===== config.mk =====
export PLATFORM = sky130hd
export DESIGN_NAME = product_bcd
export DESIGN_NICKNAME = d
export VERILOG_FILES = /design/src/rtl/product_bcd.sv
export SDC_FILE = /design/constraint.sdc
export NUM_CORES = 1
export LEC_CHECK = 0
export ABC_AREA = 1
export CAP_MARGIN = 10
export CORE_MARGIN = 5
export CORE_UTILIZATION = 52
export CTS_BUF_LIST = sky130_fd_sc_hd__clkbuf_16
export DETAILED_ROUTE_END_ITERATION = 12
export DONT_BUFFER_PORTS = 1
export PLACE_DENSITY_LB_ADDON = 0.05
export SYNTH_ARGS = -nofsm -noshare
export SYNTH_HDL_FRONTEND = slang
export SYNTH_SLANG_ARGS = --single-unit
export TNS_END_PERCENT = 1

===== constraint.sdc =====
create_clock -name i_clk -period 2.49 [get_ports i_clk]
set_input_delay 0.498 -clock i_clk [delete_from_list [all_inputs] [get_ports i_clk]]
set_output_delay 0.498 -clock i_clk [all_outputs]
set_load 0.02 [all_outputs]

===== src/rtl/product_bcd.sv =====
// product_bcd
//   Sequential signed-binary to BCD converter. Captures a W-bit two's-complement
//   product on a Start pulse, takes its magnitude and runs a W-iteration
//   double-dabble, one iteration per clock. Result (sign + D BCD digits) is held
//   until the next conversion completes.
//
// Ports
//   i_clk    : system clock, rising edge
//   i_rst_n  : asynchronous active-low reset
//   i_start  : conversion request, sampled only in IDLE
//   i_prod   : W-bit two's-complement product, sampled on the accepting edge
//   o_busy   : high while a conversion is in progress
//   o_done   : one-cycle pulse marking a new o_sign/o_bcd
//   o_sign   : 1 = result negative
//   o_bcd    : 4*D-bit BCD magnitude, digit 0 in o_bcd[3:0]
module product_bcd #(
  parameter int W = 16,
  parameter int D = 5   // needs 10^D > 2^(W-1)
) (
  input  logic           i_clk,
  input  logic           i_rst_n,
  input  logic           i_start,
  input  logic [W-1:0]   i_prod,
  output logic           o_busy,
  output logic           o_done,
  output logic           o_sign,
  output logic [4*D-1:0] o_bcd
);

  localparam int CW = (W > 1) ? $clog2(W) : 1;
  localparam logic [CW-1:0] CNT_LAST = CW'(W - 1);

  typedef enum logic [1:0] {
    S_IDLE = 2'd0,
    S_LOAD = 2'd1,
    S_CONV = 2'd2
  } state_t;

  state_t                r_state, w_state_nxt;
  logic [W-1:0]          r_op;
  logic                  r_sign;
  logic [W-1:0]          r_mag;
  logic [D-1:0][3:0]     r_scr;
  logic [CW-1:0]         r_cnt;
  logic                  r_busy;
  logic                  r_done;
  logic                  r_sign_o;
  logic [4*D-1:0]        r_bcd;

  logic [D-1:0][3:0]     w_adj;
  logic [4*D-1:0]        w_adj_flat;
  logic [4*D-1:0]        w_scr_nxt;
  logic [W-1:0]          w_mag_nxt;
  logic [W-1:0]          w_abs;
  logic                  w_last;

  // Add-3 correction, every digit in parallel from the pre-add scratch.
  for (genvar g = 0; g < D; g++) begin : g_dig
    assign w_adj[g] = (r_scr[g] >= 4'd5) ? (r_scr[g] + 4'd3) : r_scr[g];
  end

  // Shift {scratch, mag} left by one; the mag MSB moves into digit 0.
  assign w_adj_flat = w_adj;
  assign w_scr_nxt  = {w_adj_flat[4*D-2:0], r_mag[W-1]};
  assign w_mag_nxt  = {r_mag[W-2:0], 1'b0};

  // Magnitude in W unsigned bits: the most negative value maps to 2^(W-1),
  // which still fits.
  assign w_abs  = r_op[W-1] ? ((~r_op) + W'(1)) : r_op;
  assign w_last = (r_cnt == CNT_LAST);

  // State register
  always_ff @(posedge i_clk or negedge i_rst_n) begin
    if (!i_rst_n) r_state <= S_IDLE;
    else          r_state <= w_state_nxt;
  end

  // Next-state logic
  always_comb begin
    w_state_nxt = r_state;
    case (r_state)
      S_IDLE:  if (i_start) w_state_nxt = S_LOAD;
      S_LOAD:  w_state_nxt = S_CONV;
      S_CONV:  if (w_last) w_state_nxt = S_IDLE;
      default: w_state_nxt = S_IDLE;
    endcase
  end

  // Datapath and registered outputs
  always_ff @(posedge i_clk or negedge i_rst_n) begin
    if (!i_rst_n) begin
      r_op     <= '0;
      r_sign   <= 1'b0;
      r_mag    <= '0;
      r_scr    <= '0;
      r_cnt    <= '0;
      r_busy   <= 1'b0;
      r_done   <= 1'b0;
      r_sign_o <= 1'b0;
      r_bcd    <= '0;
    end else begin
      r_done <= 1'b0;
      case (r_state)
        S_IDLE: begin
          if (i_start) begin
            r_op   <= i_prod;
            r_busy <= 1'b1;
          end
        end
        S_LOAD: begin
          r_sign <= r_op[W-1];
          r_mag  <= w_abs;
          r_scr  <= '0;
          r_cnt  <= '0;
        end
        S_CONV: begin
          r_scr <= w_scr_nxt;
          r_mag <= w_mag_nxt;
          r_cnt <= r_cnt + CW'(1);
          if (w_last) begin
            // Final iteration goes straight to the output register so the
            // result appears together with Done.
            r_bcd    <= w_scr_nxt;
            r_sign_o <= r_sign;
            r_done   <= 1'b1;
            r_busy   <= 1'b0;
          end
        end
        default: ;
      endcase
    end
  end

  assign o_busy = r_busy;
  assign o_done = r_done;
  assign o_sign = r_sign_o;
  assign o_bcd  = r_bcd;

endmodule

Word-level counts from Yosys, hierarchy flattened
Index checks and enable logic that the tools add are counted.

Flip-flop bits (word level): 82. Output and inout port bits: 23. Logic and storage cells: 56.

Add/subtract/negate cells: 7. Magnitude comparators: 5. Eq/ne operators: 5. Muxes and demuxes: 17. Bitwise operators: 1. Reductions and logical operators: 7.

Operators by type and width (count): one-hot mux 20 bit (2 select lines) (1); one-hot mux 16 bit (2 select lines) (1); >= comparator 4 x 3 -> 1 bit (second input constant) (5); adder 16 x 1 -> 16 bit (second input constant) (1); adder 4 x 2 -> 4 bit (second input constant) (4); two-way mux 16 bit (1); two-way mux 4 bit (4); NOT 16 bit (1); one-hot mux 4 bit (2 select lines) (1); one-hot mux 2 bit (3 select lines) (1); AND reduction 2 bit (3); adder 4 x 1 -> 4 bit (second input constant) (1); == test 4 bit (second input constant) (1); two-way mux 1 bit (4); two-way mux 2 bit (2); inequality test 2 bit (second input constant) (2); nonzero test 2 bit (2); adder 3 x 2 -> 3 bit (second input constant) (1); two-way mux 3 bit (1); AND reduction 3 bit (1); == test 2 x 1 -> 1 bit (second input constant) (1); == test 2 bit (second input constant) (1); logical NOT 2 bit (1); one-hot mux 1 bit (2 select lines) (1).

Logic depth before layout (Yosys ltp)
Gate-level depths: netlist (run 1).

Depth after elaboration: 4. Gate-level depth with buffers: 9.

Worst setup path after synthesis (run 1)
Ideal clock, no wire load.

Path kind: register -> register. From: reg r_state[0]. To: reg r_mag[4]. Library setup time: 0.124 ns. Arrival: 1.311 ns. Data required time: 2.366 ns. Path slack: 1.055 ns. Cell stages (with the launch flop): 8. Path buffers: 2. Cells stage by stage: dfrtp_1 -> inv_1 -> ha_1 -> buf_4 -> nand2_2 -> buf_4 -> o22ai_1 -> o21bai_1.

Word-level cells in the longest chain between the ends: 2.

RTL lines: start: declaration (RTL line 39) `state_t r_state, w_state_nxt;`; start signal: assignment (RTL line 75) `else r_state <= w_state_nxt;`; == test 2 bit or == test 2 x 1 -> 1 bit (tied branches) (RTL line 103) `case (r_state)`; one-hot mux 16 bit (2 select lines) or nonzero test 2 bit (tied branches); end signal: assignment (RTL line 112) `r_mag <= w_abs;`; end signal: assignment (RTL line 118) `r_mag <= w_mag_nxt;`; end: declaration (RTL line 42) `logic [W-1:0] r_mag;`.

Several ways; a longest one is shown, not always the timed one. A chain may end at the register's enable or synchronous reset.

Final worst setup path (run 1)
From: reg r_state[0]. To: reg r_cnt[3].

Word-level cells in the longest chain between the ends: 2.

RTL lines: == test 2 bit or == test 2 x 1 -> 1 bit (tied branches) (RTL line 103); one-hot mux 4 bit (2 select lines) or nonzero test 2 bit (tied branches); end signal: assignment (RTL line 119) `r_cnt <= r_cnt + CW'(1);`; end: declaration (RTL line 44) `logic [CW-1:0] r_cnt;`.

Several ways; a longest one is shown, not always the timed one.

==> results.md, run 1 <==
* Maximum ir drop on the vdd rail at 0.8653 mV
* Clock tree from TritonCTS: done
* Share of total power in combinational logic at 0.363
* Clk_skew at 7.314 ps
* Pin count of the biggest net entering global routing at between 80 and 90
* Fraction of registers with async set or reset after synthesis at 1.000
* Area used by multi-input combinational logic at 1725 um2
* Number of cells after detailed placement at between 500 and 600
* Power spent charging and discharging nets at just over 2 mW
* Synthesized netlist net count at 520
* Number of global-route vias before repair at approximately 3.0k
* Simple-gate portion of the synthesized area at 0.1827
* Source-to-sink clock delay at the later pin of the worst-skew pair at between 300 and 400 ps
* Leakage Power at 2.119 nW
* Most instantiated library cell after synthesis: nand2_1
* Antenna violation net count after detailed routing at 0
* Clk network pwr share at 0.276
* Count of boundary I/O pins at 42
* Type of the most critical hold path: input pin to asynchronous set/reset pin
* Share of final-layout standard cells stronger than drive strength 1 at 0.09731
* Path type of the worst setup path: flop to flop
* Signed area change from the synthesized netlist to the final layout at 8.331%
* Via/cell ratio at 5.166
* Maximum clock rate at roughly 530 MHz
* DRT Wirelength at 7904 um
* Drt first pass iters at 5
* Overall overflow remaining after global route at 0
* Worst hold slack across all endpoints at 55.63 ps
* Final Slew Violations at 0
* Area fraction in compound gates after synthesis at 0.1553
* Mux cell area share after synthesis at 0
* Synth Area per Inst at 8.658 um2
* Top cells by instance count after synthesis: nand2_1 (114), dfrtp_1 (82), inv_1 (70), o21ai_0 (37), o22ai_1 (31)
* Number of buffers added on ports at 0
* Number of antenna repair diodes at 0
* Count of clock tree sinks at 82
* Vertical die dimension at 99.77 um
* Fin crit share at 0.7620
* Number of vias in the routed layout at about 3.0k
* Endpoints failing setup at 0
* Warnings from Yosys at 0
* Post-layout instance count excluding filler cells at about 590
* Antenna violations before repair at 0
* Cell at the root of the clock tree: clkbuf_16
* Leading area contributor after synthesis: dfrtp_1
* Worst Setup End Kind: flop
* Switch share at 0.3915
* Largest family of logic cells by synthesized area: simple AND/OR/NAND/NOR gates
* Core Util, Final at 0.5814
* Post-CTS Setup Bufs at 0
* Termination of the worst setup path: r_cnt[3]$_DFFE_PN0P_
* Least-Margin Pin Slew at 703.9 ps
* Crit Reg-Reg Endpoint: r_cnt[3]$_DFFE_PN0P_
* Run status: complete, no violations
* Synthesized area at 4190 um2
* H-tree depth reported by CTS at 3
* Number of distinct standard cells referenced by the synthesized netlist at 29
* Setup repair after global routing missed its margin: false
* CTS clock-pin slew for the worst setup and hold paths at approximately 70 ps
* Starting density of the core at 0.5367
* Clock Tree Buf Depth at 2
* Global-route total usage across every layer at 0.1747
* Critical path required time at 2720 ps
* Max-cap violations at 0
* Tightest slew margin relative to the limit at 0.5302
* Core region area at between 7000 and 8000 um2
* Top cells by area in the synthesized netlist: dfrtp_1 (49%), nand2_1 (10%), inv_1 (6.3%)
* Number of gates given a new drive strength after cts at 0
* First-iteration detailed-routing DRC count at 88
* Post-layout power at 5.137 mW
* Arithmetic-cell share of the synthesized area counting full adders, half adders and majority gates at 0.05076
* Number of buffers created by CTS at 9
* Detailed-placement wirelength estimate at 5397 um
* Sequential-to-total area share from yosys stat at 0.4897
* Sequential group share of total power at 0.361
* NumNets Final at around 510
* Global-route wire length before repair at between 10,000 and 15,000 um
* Hold violation total from the final report at 0
* Wire per inst at 13.51 um
* Final weighted congestion in routability-driven placement at 0.7473
* Number of synthesized register bits at 82
* CP startpoint kind: flop
* XOR/XNOR share of the synthesized area at 0.02299
* Cell-internal power at 3.126 mW
* Proportion of netlist area held by the largest area contributor at 0.4897
* Fillcell total at about 730
* Flip-flop and latch area at a little over 2000 um2
* Die footprint at 9953 um2
* X dimension of the die at around 100 um
* Most used flip-flop cell after synthesis: dfrtp_1
* Cells after synthesis at 484
* Final critical-path required period at roughly 1900 ps
* R2r worst-path depth at 8
* Floorplan row count at 32
* Drc violations at 0
* Number of enable flip-flop cells after synthesis at 0
* Top fanout value on the critical path at 44
* Flop-to-flop setup slack at 590 ps
* Power density over cell area at 1132 nW/um2
* Worst Path Arrival at between 2000 and 2500 ps
* FF-to-FF Start: r_state[0]$_DFFE_PN0P_
* Worst setup path startpoint: r_state[0]$_DFFE_PN0P_
* Final TNS setup at 0 ps
## power by group through the flow
stage / Combinational, mW / Clock (mW) / Sequential, mW
after global routing: 2.16 / 1.52 / 1.90
after floorplan: 1.63 / 0 / 1.79
final: 1.87 / 1.42 / 1.85
after CTS: 1.89 / 1.44 / 1.85
after detailed placement: 1.84 / 0 / 1.88
after global placement: 1.82 / 0 / 1.87
## cells in the final DEF (no fill, tap or decap), types with 6 or more instances in the layout
cell type	Yosys	routed
nand2_1	114	114
dfrtp_1	82	82
inv_1	70	71
o21ai_0	37	37
o22ai_1	31	31
nand3_1	29	29
nor2_1	26	26
o21ai_2	20	20
ha_1	17	17
xor2_1	11	11
clkbuf_16	0	9
o21bai_1	6	6
## cell families after synthesis
family | count (synthesis)
compound gates | 103
fa+ha+maj | 17
buf+inv | 92
flops | 82
xor+xnor | 11
simple gates | 179
## routing by layer
| metal | global-route usage | up-vias | share of wire |
|---|---|---|---|
| met3 | 0.04418 | 13 | 0.040 |
| met5 | 0 | - | 0 |
| met2 | 0.2755 | 47 | 0.45 |
| met4 | 0.07038 | 0 | 0.019 |
| met1 | 0.2298 | 1392 | 0.49 |
| li1 | - | 1570 | - |
## final cells by class
class	count	share of cell area
sequential	82	0.4520
multi-input combinational	310	0.3801
timing repair buffer	2	0.007718
clock inverter	7	0.02095
inverter	73	0.06147
clock buffer	9	0.04961
tap	102	0.02811
## metrics by stage
stage	worst slack [ps]	instance area, um2
after CTS	581.4	4539
after global routing	440.4	4539
after floorplan	1055	4190
final	592.5	4539
after detailed placement	601.8	4192
after global placement	670.5	4192
## worst min path at each step
| stage | startpoint | end | slack [ps] | cells after the start |
|---|---|---|---|---|
| finish | i_rst_n | o_bcd[19]$_DFFE_PN0P_ | 60 | 1 |
| global placement | i_rst_n | o_bcd[19]$_DFFE_PN0P_ | 200 | 0 |
| CTS | i_rst_n | o_bcd[16]$_DFFE_PN0P_ | 80 | 1 |
| detailed placement | i_rst_n | o_bcd[16]$_DFFE_PN0P_ | 200 | 0 |
| global route | i_rst_n | o_bcd[16]$_DFFE_PN0P_ | 90 | 1 |
| floorplan | i_rst_n | o_bcd[0]$_DFFE_PN0P_ | 200 | 0 |
## worst max-delay path, cell delays in order, from the launching register on
cell	delay [ps]
dfrtp_1	380
inv_1	100
ha_1	320
buf_4	410
inv_1	170
nor4_2	220
nand2_1	80
nand2_1	60
nor2_1	40
## state kept, by name (all words and copies together) (netlist names)
register  count
r_sign        1
r_mag        16
r_scr        20
o_done        1
r_state       2
r_cnt         4
o_bcd        20
o_sign        1
r_op         16
o_busy        1
## timing repair
action	CTS	global route
hold buffers	1	0
hold endpoints to repair	82	0
setup endpoints to repair	0	0
Note: power is estimated with default switching activity, not from simulation.
==> run 2: changes to the inputs <==
==> constraint.sdc (replaced) <==
create_clock -name i_clk -period 1.9 [get_ports i_clk]
set_input_delay 0.38 -clock i_clk [delete_from_list [all_inputs] [get_ports i_clk]]
set_output_delay 0.38 -clock i_clk [all_outputs]
set_load 0.02 [all_outputs]
==> results.md, run 2 (synthesis gave the netlist of run 1 again) <==
* Run status: complete, but fails checks
* Violations in the final reports: negative hold slack
* Worst Setup End Kind: flop
* Antenna violation net count after detailed routing at 0
* Post-layout instance count excluding filler cells at 590
* Leading cell type in the layout, fill and taps excluded: nand2_1
* Maximum clock rate at ~570 MHz
* CP startpoint kind: flop
* Leakage Power at 2.143 nW
* Clk_skew at about 5.4 ps
* CTS clock-pin slew for the worst setup and hold paths at 60 ps
* Hold violation total from the final report at between 80 and 90
* X dimension of the die at approximately 100 um
* DRT Wirelength at 7949 um
* H-tree depth reported by CTS at 3
* Crit Reg-Reg Endpoint: r_cnt[3]$_DFFE_PN0P_
* Cell at the slowest stage of the critical path: dfrtp_1
* Drt first pass iters at 4
* Number of global-route vias before repair at 2,938
* Wire per inst at roughly 13 um
* Floorplan row count at 32
* Global-route wire length before repair at 13,910 um
* Detailed-placement wirelength estimate at between 5000 and 6000 um
* Via/cell ratio at about 5.2
* Core region area at 7807 um2
* Die footprint at 9953 um2
* Final Slew Violations at 0
* Number of buffers added on ports at 0
* NumNets Final at 519
* Number of vias in the routed layout at approximately 3k
* Count of clock tree sinks at between 80 and 90
* CP max stage delay at 390 ps
* Global-route total usage across every layer at 0.1717
* Placed inst area at 4237 um2
* Critical path required time at about 2100 ps
* Number of cells after detailed placement at 574
* Clock Tree Buf Depth at 2
* Final weighted congestion in routability-driven placement at 0.7884
* Top library cells by usage in the layout, fill and taps aside: nand2_1 (114), dfrtp_1 (82), inv_1 (71), o21ai_0 (37), o22ai_1 (31)
* Starting density of the core at 0.5367
* Final critical-path required period at approximately 1700 ps
* Overall overflow remaining after global route at 0
* Antenna violations before repair at 0
* Drc violations at 0
* Number of gates given a new drive strength after cts at 0
* Vertical die dimension at 99.77 um
* Path type of the worst setup path: flop to flop
* Count of boundary I/O pins at 42
* Endpoints failing setup at 0
* Number of antenna repair diodes at 0
* Post-CTS Setup Bufs at 0
* Top fanout value on the critical path at 17
* Clock tree from TritonCTS: done
* Signed area change from the synthesized netlist to the final layout at 8.719%
* Setup repair after global routing missed its margin: false
* Power density over cell area at 1500 nW/um2
* Pin count of the biggest net entering global routing at 83
* Fin crit share at 0.9199
* Post-Layout Inst Area at approximately 4600 um2
* R2r worst-path depth at 8
* Core Util, Final at 0.5835
* Source-to-sink clock delay at the later pin of the worst-skew pair at 330 ps
* Least-Margin Pin Slew at approximately 500 ps
* Cells along the critical path: inv_1 > ha_1 > buf_4 > inv_1 > nor4_2 > nand2_1 > nand2_1 > nor2_1
* Share of final-layout standard cells stronger than drive strength 1 at 0.1066
* FF-to-FF Start: r_state[0]$_DFFE_PN0P_
* Cell at the root of the clock tree: clkbuf_16
* Number of buffers created by CTS at 9
* Final TNS setup at 0 ps
* Flop-to-flop setup slack at approximately 150 ps
* Type of the most critical hold path: input pin to asynchronous set/reset pin
* Max-cap violations at 0
* Maximum ir drop on the vdd rail at 0.7564 mV
* First-iteration detailed-routing DRC count at 162
* Worst hold slack across all endpoints at -260.0 ps
* Tightest slew margin relative to the limit at 0.6668
* Worst Path Arrival at 1970 ps
[run 2: critical path: cells and delay by family, from the launching register on]
family	cells	cell delay, ps
fa+ha+maj	1	350
simple gates	4	420
flops	1	390
buf+inv	3	490
[run 2: where the power goes]
part,internal (mW),switching [mW]
Combinational,0.872,1.70
Clock,1.15,0.701
Sequential,2.16,0.250
Total,4.18,2.65
[run 2: worst max path at each step]
stage | from | to | slack (ps) | depth (start not counted)
final | r_state[0]$_DFFE_PN0P_ | r_cnt[3]$_DFFE_PN0P_ | 150 | 8
after global routing | r_state[0]$_DFFE_PN0P_ | r_cnt[3]$_DFFE_PN0P_ | 30 | 8
after CTS | r_state[0]$_DFFE_PN0P_ | r_cnt[3]$_DFFE_PN0P_ | 190 | 8
after detailed placement | r_state[0]$_DFFE_PN0P_ | r_cnt[3]$_DFFE_PN0P_ | 190 | 8
after global placement | r_state[0]$_DFFE_PN0P_ | r_scr[17]$_DFFE_PN0P_ | 300 | 5
after floorplan | r_state[0]$_DFFE_PN0P_ | r_mag[4]$_DFFE_PN0P_ | 460 | 7
[run 2: metrics by stage]
step | worst slack (ps) | power, mW | hold WS (ps)
3_3_place_gp | 304.4 | 4.923 | 86.69
5_1_grt | 27.38 | 7.386 | -274.6
3_5_place_dp | 191.6 | 4.997 | 86.58
2_1_floorplan | 464.9 | 4.485 | 84.41
6_report | 152.2 | 6.835 | -260.0
4_1_cts | 185.4 | 6.890 | -268.9
[run 2: metal layers]
metal,global-route usage,vias to the layer above,part of all wire
met5,0,-,0
met4,0.05672,0,0.011
met3,0.02875,8,0.037
met2,0.2868,54,0.48
met1,0.2269,1408,0.47
li1,-,1577,-
[run 2: layout make-up]
cell class,count,area [um2]
flip-flops and latches,82,2052
fillers,708,3252
repair buffers,7,52.55
inverters,73,279.0
multi-input cells,310,1725
clock inverters,7,93.84
well taps,102,127.6
clock buffers,9,225.2
==> run 3: changes to the inputs <==
--- a/config.mk
+++ b/config.mk
@@ -6,13 +6,14 @@
 export NUM_CORES = 1
 export LEC_CHECK = 0
 export ABC_AREA = 1
-export CAP_MARGIN = 10
+export CAP_MARGIN = 20
 export CORE_MARGIN = 5
 export CORE_UTILIZATION = 52
 export CTS_BUF_LIST = sky130_fd_sc_hd__clkbuf_16
 export DETAILED_ROUTE_END_ITERATION = 12
 export DONT_BUFFER_PORTS = 1
 export PLACE_DENSITY_LB_ADDON = 0.05
+export RECOVER_POWER = 50
 export SYNTH_ARGS = -nofsm -noshare
 export SYNTH_HDL_FRONTEND = slang
 export SYNTH_SLANG_ARGS = --single-unit
==> results of run 3 <==
Same layout as run 2: the final DEF is identical, and so are final timing and power.
